## src/rtl/spi_frame_ctrl_pkg.sv

```systemverilog
// spi_frame_ctrl_pkg: shared opcodes, FSM state codes and frame geometry defaults
package spi_frame_ctrl_pkg;
  localparam int DEF_DATA_W = 24;
  localparam int DEF_ADDR_W = 5;
  localparam int DEF_DEPTH = 32;
  localparam int DEF_FRAME_W = 3 + DEF_ADDR_W + DEF_DATA_W;
  localparam int OP_LSB = DEF_FRAME_W - 2;
  localparam int RSV_BIT = DEF_FRAME_W - 3;
  localparam int ADDR_LSB = DEF_DATA_W;
  typedef enum logic [1:0] {
    OP_NOP = 2'b00,
    OP_WRITE = 2'b01,
    OP_READ = 2'b10,
    OP_STATUS = 2'b11
  } op_e;
  localparam logic [2:0] S_IDLE = 3'd0;
  localparam logic [2:0] S_DECODE = 3'd1;
  localparam logic [2:0] S_WRITE = 3'd2;
  localparam logic [2:0] S_RD_ISSUE = 3'd3;
  localparam logic [2:0] S_RD_WAIT = 3'd4;
  localparam logic [2:0] S_RESP = 3'd5;
endpackage

```

## src/rtl/spi_frame_ctrl_if.sv

```systemverilog
// spi_frame_ctrl_if: frame handshakes from/to spi_slave plus the RAM access bus
interface spi_frame_ctrl_if import spi_frame_ctrl_pkg::*; #(
  parameter int DATA_W = DEF_DATA_W,
  parameter int ADDR_W = DEF_ADDR_W
);
  localparam int FRAME_W = 3 + ADDR_W + DATA_W;
  logic rx_valid;
  logic [FRAME_W-1:0] rx_frame;
  logic rx_ready;
  logic tx_valid;
  logic [FRAME_W-1:0] tx_frame;
  logic tx_ready;
  logic ram_en;
  logic ram_we;
  logic [ADDR_W-1:0] ram_addr;
  logic [DATA_W-1:0] ram_wdata;
  logic [DATA_W-1:0] ram_rdata;
  modport slave (
    input rx_valid, rx_frame, tx_ready, ram_rdata,
    output rx_ready, tx_valid, tx_frame, ram_en, ram_we, ram_addr, ram_wdata
  );
  modport master (
    output rx_valid, rx_frame, tx_ready, ram_rdata,
    input rx_ready, tx_valid, tx_frame, ram_en, ram_we, ram_addr, ram_wdata
  );
endinterface

```

## src/rtl/spi_frame_ctrl_sat_cnt8.sv

```systemverilog
// sat_cnt8: 8-bit event counter that sticks at 255
module sat_cnt8 (
  input logic clk,
  input logic rstn,
  input logic inc,
  output logic [7:0] cnt
);
  always_ff @(posedge clk or negedge rstn)
    if (!rstn) cnt <= '0;
    else if (inc && cnt != 8'hFF) cnt <= cnt + 8'd1;
endmodule

```

## src/rtl/spi_frame_ctrl.sv

```systemverilog
// spi_frame_ctrl: decodes slave frames into RAM writes/reads and status responses
module spi_frame_ctrl import spi_frame_ctrl_pkg::*; #(
  parameter int DATA_W = DEF_DATA_W,
  parameter int ADDR_W = DEF_ADDR_W,
  parameter int DEPTH = DEF_DEPTH
) (
  input logic clk,
  input logic rstn,
  spi_frame_ctrl_if.slave bus,
  output logic [7:0] wr_cnt,
  output logic [7:0] err_cnt
);
  localparam int FRAME_W = 3 + ADDR_W + DATA_W;
  logic [2:0] state, nxt;
  logic [FRAME_W-1:0] frame, resp;
  logic live;
  op_e op;
  logic rsv, bad;
  logic [ADDR_W-1:0] addr;
  logic [DATA_W-1:0] data;
  assign op = op_e'(frame[FRAME_W-1 -: 2]);
  assign rsv = frame[FRAME_W-3];
  assign addr = frame[DATA_W +: ADDR_W];
  assign data = frame[DATA_W-1:0];
  assign bad = rsv || ((op == OP_WRITE || op == OP_READ) && {1'b0, addr} >= (ADDR_W+1)'(DEPTH));
  always_comb begin
    nxt = state;
    case (state)
      S_IDLE: nxt = (bus.rx_valid && bus.rx_ready) ? S_DECODE : S_IDLE;
      S_DECODE: nxt = (bad || op == OP_NOP) ? S_IDLE : op == OP_WRITE ? S_WRITE :
                      op == OP_READ ? S_RD_ISSUE : S_RESP;
      S_RD_ISSUE: nxt = S_RD_WAIT;
      S_RD_WAIT: nxt = S_RESP;
      S_RESP: nxt = bus.tx_ready ? S_IDLE : S_RESP;
      default: nxt = S_IDLE;
    endcase
  end
  // live keeps rx_ready low until the first clock after reset release
  always_ff @(posedge clk or negedge rstn)
    if (!rstn) begin
      state <= S_IDLE;
      live <= 1'b0;
      frame <= '0;
      resp <= '0;
    end else begin
      state <= nxt;
      live <= 1'b1;
      if (bus.rx_valid && bus.rx_ready) frame <= bus.rx_frame;
      if (state == S_RD_WAIT) resp <= {2'b10, 1'b0, addr, bus.ram_rdata};
      if (state == S_DECODE && !bad && op == OP_STATUS)
        resp <= {2'b11, 1'b0, {(FRAME_W-19){1'b0}}, err_cnt, wr_cnt};
    end
  assign bus.rx_ready = live && state == S_IDLE;
  assign bus.tx_valid = state == S_RESP;
  assign bus.tx_frame = resp;
  assign bus.ram_en = state == S_WRITE || state == S_RD_ISSUE;
  assign bus.ram_we = state == S_WRITE;
  assign bus.ram_addr = addr;
  assign bus.ram_wdata = data;
  sat_cnt8 u_wr_cnt (.clk(clk), .rstn(rstn), .inc(state == S_WRITE), .cnt(wr_cnt));
  sat_cnt8 u_err_cnt (.clk(clk), .rstn(rstn), .inc(state == S_DECODE && bad), .cnt(err_cnt));
endmodule

```

## src/flat_wrapper.sv

```systemverilog
// flat-port wrapper written by rule: the top's interface ports become plain ports
module spi_frame_ctrl_flat import spi_frame_ctrl_pkg::*;
#(
  parameter int DATA_W = DEF_DATA_W,
  parameter int ADDR_W = DEF_ADDR_W,
  parameter int DEPTH = DEF_DEPTH
)
  (clk, rstn, wr_cnt, err_cnt, bus_rx_valid, bus_rx_frame, bus_tx_ready, bus_ram_rdata, bus_rx_ready, bus_tx_valid, bus_tx_frame, bus_ram_en, bus_ram_we, bus_ram_addr, bus_ram_wdata);
  spi_frame_ctrl_if #(.DATA_W(DATA_W), .ADDR_W(ADDR_W)) bus_i ();
  input logic clk;
  input logic rstn;
  output logic [7:0] wr_cnt;
  output logic [7:0] err_cnt;
  input wire logic [$bits(bus_i.rx_valid)-1:0] bus_rx_valid;
  input wire logic [$bits(bus_i.rx_frame)-1:0] bus_rx_frame;
  input wire logic [$bits(bus_i.tx_ready)-1:0] bus_tx_ready;
  input wire logic [$bits(bus_i.ram_rdata)-1:0] bus_ram_rdata;
  output wire logic [$bits(bus_i.rx_ready)-1:0] bus_rx_ready;
  output wire logic [$bits(bus_i.tx_valid)-1:0] bus_tx_valid;
  output wire logic [$bits(bus_i.tx_frame)-1:0] bus_tx_frame;
  output wire logic [$bits(bus_i.ram_en)-1:0] bus_ram_en;
  output wire logic [$bits(bus_i.ram_we)-1:0] bus_ram_we;
  output wire logic [$bits(bus_i.ram_addr)-1:0] bus_ram_addr;
  output wire logic [$bits(bus_i.ram_wdata)-1:0] bus_ram_wdata;
  assign bus_i.rx_valid = bus_rx_valid;
  assign bus_i.rx_frame = bus_rx_frame;
  assign bus_i.tx_ready = bus_tx_ready;
  assign bus_i.ram_rdata = bus_ram_rdata;
  assign bus_rx_ready = bus_i.rx_ready;
  assign bus_tx_valid = bus_i.tx_valid;
  assign bus_tx_frame = bus_i.tx_frame;
  assign bus_ram_en = bus_i.ram_en;
  assign bus_ram_we = bus_i.ram_we;
  assign bus_ram_addr = bus_i.ram_addr;
  assign bus_ram_wdata = bus_i.ram_wdata;
  spi_frame_ctrl #(.DATA_W(DATA_W), .ADDR_W(ADDR_W), .DEPTH(DEPTH)) u_core (.clk(clk), .rstn(rstn), .bus(bus_i), .wr_cnt(wr_cnt), .err_cnt(err_cnt));
endmodule
```

## config.mk

```make
export PLATFORM = sky130hd
export DESIGN_NAME = spi_frame_ctrl_flat
export DESIGN_NICKNAME = d
export VERILOG_FILES = /design/src/rtl/spi_frame_ctrl_pkg.sv /design/src/rtl/spi_frame_ctrl_if.sv /design/src/rtl/spi_frame_ctrl_sat_cnt8.sv /design/src/rtl/spi_frame_ctrl.sv /design/src/flat_wrapper.sv
export SDC_FILE = /design/constraint.sdc
export NUM_CORES = 1
export LEC_CHECK = 0
export ABC_AREA = 1
export CAP_MARGIN = 10
export CORE_MARGIN = 5
export CORE_UTILIZATION = 35
export CTS_CLUSTER_SIZE = 8
export DETAILED_ROUTE_END_ITERATION = 6
export PLACE_DENSITY = 0.71
export SETUP_SLACK_MARGIN = 0.02
export SLEW_MARGIN = 20
export SYNTH_ARGS = -nofsm -noshare
export SYNTH_HDL_FRONTEND = slang
export SYNTH_SLANG_ARGS = --single-unit
```

## constraint.sdc

```tcl
create_clock -name clk -period 2.2 [get_ports clk]
set_clock_uncertainty 0.15 [all_clocks]
set_input_delay 0.22 -clock clk [delete_from_list [all_inputs] [get_ports clk]]
set_output_delay 0.22 -clock clk [all_outputs]
set_load 0.01 [all_outputs]
```

==> flow_summary.yaml, run 1 <==
status:
  outcome: "finished, final reports clean"
critical_path:
  rrSetupSlack_ns: 0.25
  worst_setup_path_startpoint: "u_core.state[0]"
  max_stage_delay_ns: 0.55
  cp_max_fo: 7
  crit_cells: 3
  path_buf_inv: 1
  critPathKind: "reg2out"
  r2r_start: "u_core.frame[30]"
  crit_path_end: "bus_rx_ready"
  worst_setup_path_end_kind: "primary output"
  worstPathCellList: "nor3_4, and2_1, clkdlybuf4s50_1"
  slowest_stage: "clkdlybuf4s50_1"
  critPathTopFamily: "buffers and inverters"
  reg2reg_to: "u_core.bus.tx_frame[2]"
  worst-endpoint-arrival_ns: 1.72
  r2r_cells: 7
  required_ns: 1.83
  startpoint_type: "flop"
grt:
  grt_start_max_net_pins: 45
  grt_pass1_vias: 3448
  track_usage: 0.151
  overflow: 0
  grt_antenna_before_repair: 0
  grt_pass1_wl_mm: 17.2
die:
  rows: 39
  io-pin-count: 141
  start_util: 0.356
  coreArea_um2: 11400
  dieArea_um2: 13900
  fp.dieW_um: 118
  die_height_um: 118
synthesis:
  ys_seq_elements: 83
  ys_seq_area_frac: 0.511
  syn_inst: 489
  synth_cell_types: 27
  syn_nets: 554
  synth.cell_area_um2: 4070
  syn_avg_cell_area_um2: 8.32
  yosys_warnings: 0
layout:
  fillers: 1090
  drive_above_1_share: 0.0632
  num-nets-final: 661
  fin_util: 0.492
  fin_area_um2: 5620
  area_delta_synth_final_pct: 38.1
  n_antenna_cell: 0
sta:
  slew_headroom: 0.559
  slew_violations: 0
  rsz0062_at_grt: "false"
  fin_crit_sh: 0.951
  hold_viol: 0
  worst_slew_pin_slew_ns: 0.661
  min_period_ns: 2.09
  finalSetupTns_ns: 0
  fin_ws_ns: 0.109
  setup_viol_count_final: 0
  clock.fmax_ghz: 0.478
power:
  p_clk_frac: 0.210
  power_density_nw_per_um2: 1240
  irDropWorstVdd_mv: 0.542
  p_total_mw: 6.99
  power_frac_comb: 0.419
  internal-power_mw: 4.53
  seqPwrFrac: 0.372
  switching_share: 0.352
  switchingPower_mw: 2.46
  p_leak_nw: 2.67
drt:
  viasPerCell: 4.56
  drt_first_pass_iters: 4
  ant_nets: 0
  drt_iter0_drc: 222
  drc: 0
  wirelength_mm: 10.4
  vias: 3393
  wl_per_cell_um: 13.9
clocking:
  numCtsBuffers: 9
  htree_levels: 3
  cts_root_buffer: "clkbuf_16"
  clkSlewWorstSetupHoldPaths_ns: 0.06
  cts_buffer_depth: 2
  numClockSinks: 83
  cts_tree: "yes"
  clock_latency_ns: 0.34
worst_hold_path:
  hp-class: "in2async"
flow_run:
  max_cap_violations: 0
placement:
  dp_hpwl_mm: 7.74
  io_buffers: 139
  post-place-ws_ns: 0.277
  place.gp.congestion: 0.780
  postPlaceCellArea_um2: 5320
==> power by group through the flow <==
stage	combinational (mW)	clock (mW)	sequential, mW
6_report	2.93	1.47	2.60
5_1_grt	3.23	1.58	2.68
4_1_cts	2.98	1.50	2.59
3_5_place_dp	2.97	0	2.61
3_3_place_gp	2.89	0	2.59
2_1_floorplan	1.69	0	2.65
==> layout by cell type (no fill, tap or decap) <==
master / n
xnor2_1: 5
nand2_1: 150
nor3_4: 2
clkbuf_1: 2
buf_12: 1
buf_4: 6
xor2_1: 1
ha_1: 5
clkdlybuf4s50_1: 137
dlygate4sd2_1: 1
nor2_2: 2
or2_2: 1
nand3_2: 2
nand2_2: 2
and2_1: 1
dfrtp_1: 83
dlygate4sd3_1: 1
clkinv_2: 3
nand3_1: 71
nor2_4: 1
o21ai_0: 4
conb_1: 2
nor2_1: 17
inv_2: 6
nand4_1: 3
o21ai_2: 1
clkinv_4: 1
nand3b_1: 1
inv_1: 48
o21ai_1: 31
clkbuf_16: 9
bufinv_16: 1
==> routing by layer <==
metal	part of all wire	global-route usage	vias up
met5	0	0	-
met4	0.0093	0.0480	0
met3	0.051	0.0399	7
met2	0.52	0.264	79
met1	0.42	0.180	1589
li1	-	-	1718
==> worst min-delay path by stage <==
stage | to | slack (ns) | depth (start not counted)
after floorplan | u_core.bus.tx_frame[0] | -0.23 | 0
after global placement | u_core.frame[12] | 0.09 | 1
after detailed placement | u_core.frame[16] | 0.09 | 1
after CTS | u_core.frame[27] | 0.26 | 3
after global routing | u_core.frame[9] | 0.28 | 3
final | u_core.frame[12] | 0.27 | 2
==> worst register-to-register path: stages, from the launching register on <==
cell	delay [ns]
dfrtp_1	0.40
ha_1	0.16
inv_1	0.04
nor2_2	0.50
nand2_1	0.11
buf_4	0.25
nand3_1	0.13
nand3_1	0.07
==> state kept, by name (all words and copies together) (netlist names) <==
signal and cells:
u_core.bus.tx_frame 31, u_core.u_wr_cnt.cnt 8, u_core.live 1, u_core.state 3
u_core.frame 32, u_core.u_err_cnt.cnt 8
==> cell usage after synthesis <==
library cell | n | share of area
nand2_1 | 150 | 0.14
dfrtp_1 | 83 | 0.51
nand3_1 | 72 | 0.089
inv_1 | 48 | 0.044
buf_4 | 31 | 0.057
o21ai_1 | 31 | 0.038
nor2_1 | 17 | 0.016
buf_6 | 9 | 0.025
buf_2 | 8 | 0.0098
inv_2 | 6 | 0.0055
ha_1 | 5 | 0.015
xnor2_1 | 5 | 0.011
o21ai_0 | 4 | 0.0049
nand4_1 | 3 | 0.0046
clkbuf_1 | 2 | 0.0018
conb_1 | 2 | 0.0018
nand2_2 | 2 | 0.0031
nor2_2 | 2 | 0.0031
and2_1 | 1 | 0.0015
nand3_2 | 1 | 0.0025
nand3b_1 | 1 | 0.0018
nor2_4 | 1 | 0.0028
nor3_2 | 1 | 0.0025
nor3_4 | 1 | 0.0040
o21ai_2 | 1 | 0.0022
or2_2 | 1 | 0.0015
xor2_1 | 1 | 0.0022
==> cell type report <==
| type | instances | area [µm²] | share of cell area |
|---|---|---|---|
| sequential | 83 | 2080 | 0.370 |
| clock inverter | 5 | 53.8 | 0.00958 |
| tap | 143 | 179 | 0.0319 |
| clock buffer | 11 | 233 | 0.0414 |
| multi-input combinational | 302 | 1420 | 0.252 |
| timing repair buffer | 146 | 1460 | 0.259 |
| inverter | 54 | 203 | 0.0361 |
==> through the flow <==
step | instances | hold slack (ns)
floorplan | 489 | -0.226
global placement | 727 | 0.0865
detailed placement | 727 | 0.0917
CTS | 744 | 0.262
global route | 744 | 0.282
finish | 744 | 0.267
==> repair_timing <==
| item | in CTS | in global routing |
|---|---|---|
| pin swaps | 1 | 0 |
| hold buffers | 1 | 0 |
| endpoints found under the setup margin | 1 | 1 |
| hold endpoints to repair | 40 | 0 |
| resized for setup | 1 | 1 |
| setup buffers | 0 | 0 |
==> cell families (layout without fill, tap and decap cells) <==
kind of cell | count (synthesis) | count (layout) | synth area share
compound gates | 36 | 36 | 0.0452
simple gates | 253 | 253 | 0.270
fa+ha+maj | 5 | 5 | 0.0154
xor+xnor | 6 | 6 | 0.0129
flops | 83 | 83 | 0.511
other cells | 2 | 2 | 0.00185
buf+inv | 104 | 216 | 0.144
(Power assumes the default switching activity.)
==> inputs of run 2 (changes only) <==
--- a/config.mk
+++ b/config.mk
@@ -11,9 +11,10 @@
 export CORE_UTILIZATION = 35
 export CTS_CLUSTER_SIZE = 8
 export DETAILED_ROUTE_END_ITERATION = 6
-export PLACE_DENSITY = 0.71
+export PLACE_DENSITY = 0.69
 export SETUP_SLACK_MARGIN = 0.02
 export SLEW_MARGIN = 20
 export SYNTH_ARGS = -nofsm -noshare
 export SYNTH_HDL_FRONTEND = slang
+export SYNTH_HIERARCHICAL = 1
 export SYNTH_SLANG_ARGS = --single-unit
==> run 2 against run 1 <==
Against the previous run: maximum frequency increased by 1.3%; worst setup slack improved by 0.026 ns; worst hold slack lost 0.18 ns; register-to-register slack gained 0.11 ns; global-route usage increased by 0.54 points; largest power group unchanged; core utilization up 0.44 points; total power grew 7.6%; sequential cell count is the same; largest cell class unchanged; final cell count up 11%; critical path type unchanged; first-iteration DRC count fell by 29%.
==> flow_summary.yaml, run 2 <==
critical_path:
  worst_setup_path_startpoint: "u_core/state[1]"
  reg2reg_to: "u_core/frame[20]"
  worstPathCellList: "inv_2, nor3_2, clkdlybuf4s50_1"
  cp_max_fo: 5
  critPathKind: "reg2out"
  r2r_start: "u_core/state[1]"
  r2r_cells: 7
  required_ns: 1.83
  slowest_stage: "clkdlybuf4s50_1"
  rrSetupSlack_ns: 0.36
  crit_path_end: "bus_ram_we"
  worst_setup_path_end_kind: "primary output"
  startpoint_type: "flop"
  worst-endpoint-arrival_ns: 1.70
  max_stage_delay_ns: 0.57
layout:
  drive_above_1_share: 0.104
  regMostFlops: "u_core/frame"
  seq_area_um2: 2080
  multi_input_area_um2: 1770
  n_antenna_cell: 0
  fillers: 1168
  final_common_cell: "nand2_1"
  final_cell_mix: "201 x nand2_1, 138 x clkdlybuf4s50_1, 90 x nand3_1"
  area_delta_synth_final_pct: 37.7
  fin_area_um2: 6040
  largest_reg_flops: 32
  num-nets-final: 715
synthesis:
  synth_edf_count: 0
  yosysTopAreaCell: "dfrtp_1"
  synth_top_family_by_area: "simple AND/OR/NAND/NOR gates"
  ys_top_cells_by_count: "201 x nand2_1, 90 x nand3_1, 83 x dfrtp_1, 35 x buf_4, 32 x inv_1"
  syn_nets: 604
  synth.cell_area_um2: 4380
  ys.flop_type: "dfrtp_1"
  ys_seq_elements: 83
  ys_seq_area_frac: 0.474
  synth_compound_area_frac: 0.00685
  synth.area.top_cells: "dfrtp_1 47%, nand2_1 17%, nand3_1 10%, buf_4 6.0%, inv_1 2.7%"
  syn_inst: 539
  synth_mux_area_frac: 0
  synth_fa_ha_area_frac: 0.0143
  syn_avg_cell_area_um2: 8.13
  yosysTopAreaCellShare: 0.474
  synth_cell_types: 26
  yosysMostFrequentCell: "nand2_1"
  synth-simple-area-share: 0.371
  synth-xor-area-share: 0.00799
  async_reset_ff_frac: 1.00
  yosys_warnings: 6
clocking:
  cts_buffer_depth: 2
  clkSlewWorstSetupHoldPaths_ns: 0.06
  htree_levels: 3
  clock_latency_ns: 0.34
  postCtsSetupBuffers: 0
  numCtsBuffers: 9
  cts_root_buffer: "clkbuf_16"
  postCtsHoldBufs: 1
  numClockSinks: 83
  cts_tree: "yes"
  cts_resized: 0
drt:
  drc: 0
  drt_iter0_drc: 157
  wl_per_cell_um: 13.4
  wirelength_mm: 11.1
  drt_first_pass_iters: 4
  vias: 3774
  ant_nets: 0
  viasPerCell: 4.59
status:
  outcome: "finished, final reports clean"
placement:
  place.gp.congestion: 0.787
  postPlaceCellArea_um2: 5720
  dp_hpwl_mm: 8.22
  post-place-ws_ns: 0.354
  io_buffers: 139
sta:
  min_period_ns: 2.07
  fin_ws_ns: 0.135
  fin_crit_sh: 0.939
  setup_viol_count_final: 0
  rsz0062_at_grt: "false"
  hold_viol: 0
  clock.fmax_ghz: 0.484
  finalSetupTns_ns: 0
  slew_violations: 0
die:
  dieArea_um2: 14900
  die_height_um: 122
  fp.dieW_um: 122
  io-pin-count: 141
  start_util: 0.360
  rows: 40
  coreArea_um2: 12200
power:
  power_density_nw_per_um2: 1250
  irDropWorstVdd_mv: 0.735
  p_leak_nw: 2.88
grt:
  grt_start_max_net_pins: 48
  grt_pass1_wl_mm: 18.6
  track_usage: 0.156
  overflow: 0
  grt_pass1_vias: 3858
  grt_antenna_before_repair: 0
flow_run:
  max_cap_violations: 0
worst_hold_path:
  hp-class: "in2async"
==> run 2: cell count changes after synthesis, moves of 4 or more <==
cell and change:
nand2_1 +51, o21ai_1 -31, nand3_1 +18, inv_1 -16, nand3_2 +10, nor2_4 +6, buf_4 +4
==> run 2: metal layers <==
| metal | vias to the layer above | track usage | wire [µm] |
|---|---|---|---|
| met5 | - | 0 | 0 |
| met4 | 0 | 0.0525 | 140 |
| met3 | 11 | 0.0511 | 804 |
| met2 | 117 | 0.258 | 5210 |
| met1 | 1762 | 0.194 | 4900 |
| li1 | 1884 | - | - |
==> run 2: how the worst min path moves through the flow <==
stage	start	end	cells after the start
floorplan	rstn	u_core/bus.tx_frame[0]	0
global placement	rstn	u_core/frame[23]	1
detailed placement	rstn	u_core/frame[23]	1
CTS	rstn	u_core/frame[11]	2
global route	rstn	u_core/frame[23]	2
finish	rstn	u_core/frame[19]	2
==> run 2: logic make-up after synthesis <==
kind of cell | after synthesis
compound gates | 6
xor+xnor | 4
fa+ha+maj | 5
buf+inv | 92
flops | 83
other cells | 2
simple gates | 347
==> run 2: metrics by stage <==
stage,cells,util,power [mW],hold WS [ns]
3_5_place_dp,806,0.470,6.07,-0.0859
5_1_grt,823,0.496,8.11,0.101
4_1_cts,823,0.496,7.63,0.0871
6_report,823,0.496,7.52,0.0886
2_1_floorplan,539,-,4.67,-0.226
3_3_place_gp,806,0.470,5.96,-0.0894
==> run 2: worst max-delay path: cells and delay by family, from the launching register on <==
family                 cells  cell delay, ns
buffers and inverters      2            0.68
DFF                        1            0.51
and+or+nand+nor            1            0.16
==> run 2: cell type report <==
cell class | count | share of cell area
timing repair buffer | 154 | 0.253
clock buffer | 12 | 0.0425
multi-input combinational | 364 | 0.293
inverter | 38 | 0.0245
clock inverter | 4 | 0.00808
sequential | 83 | 0.344
tap | 168 | 0.0348
==> run 2: power by group <==
part | switching (mW) | total, mW | leakage, nW | internal [mW]
clock network | 0.588 | 1.53 | 0.153 | 0.939
registers | 0.471 | 2.61 | 1.05 | 2.14
logic | 1.71 | 3.38 | 1.68 | 1.67
total | 2.77 | 7.52 | 2.88 | 4.75
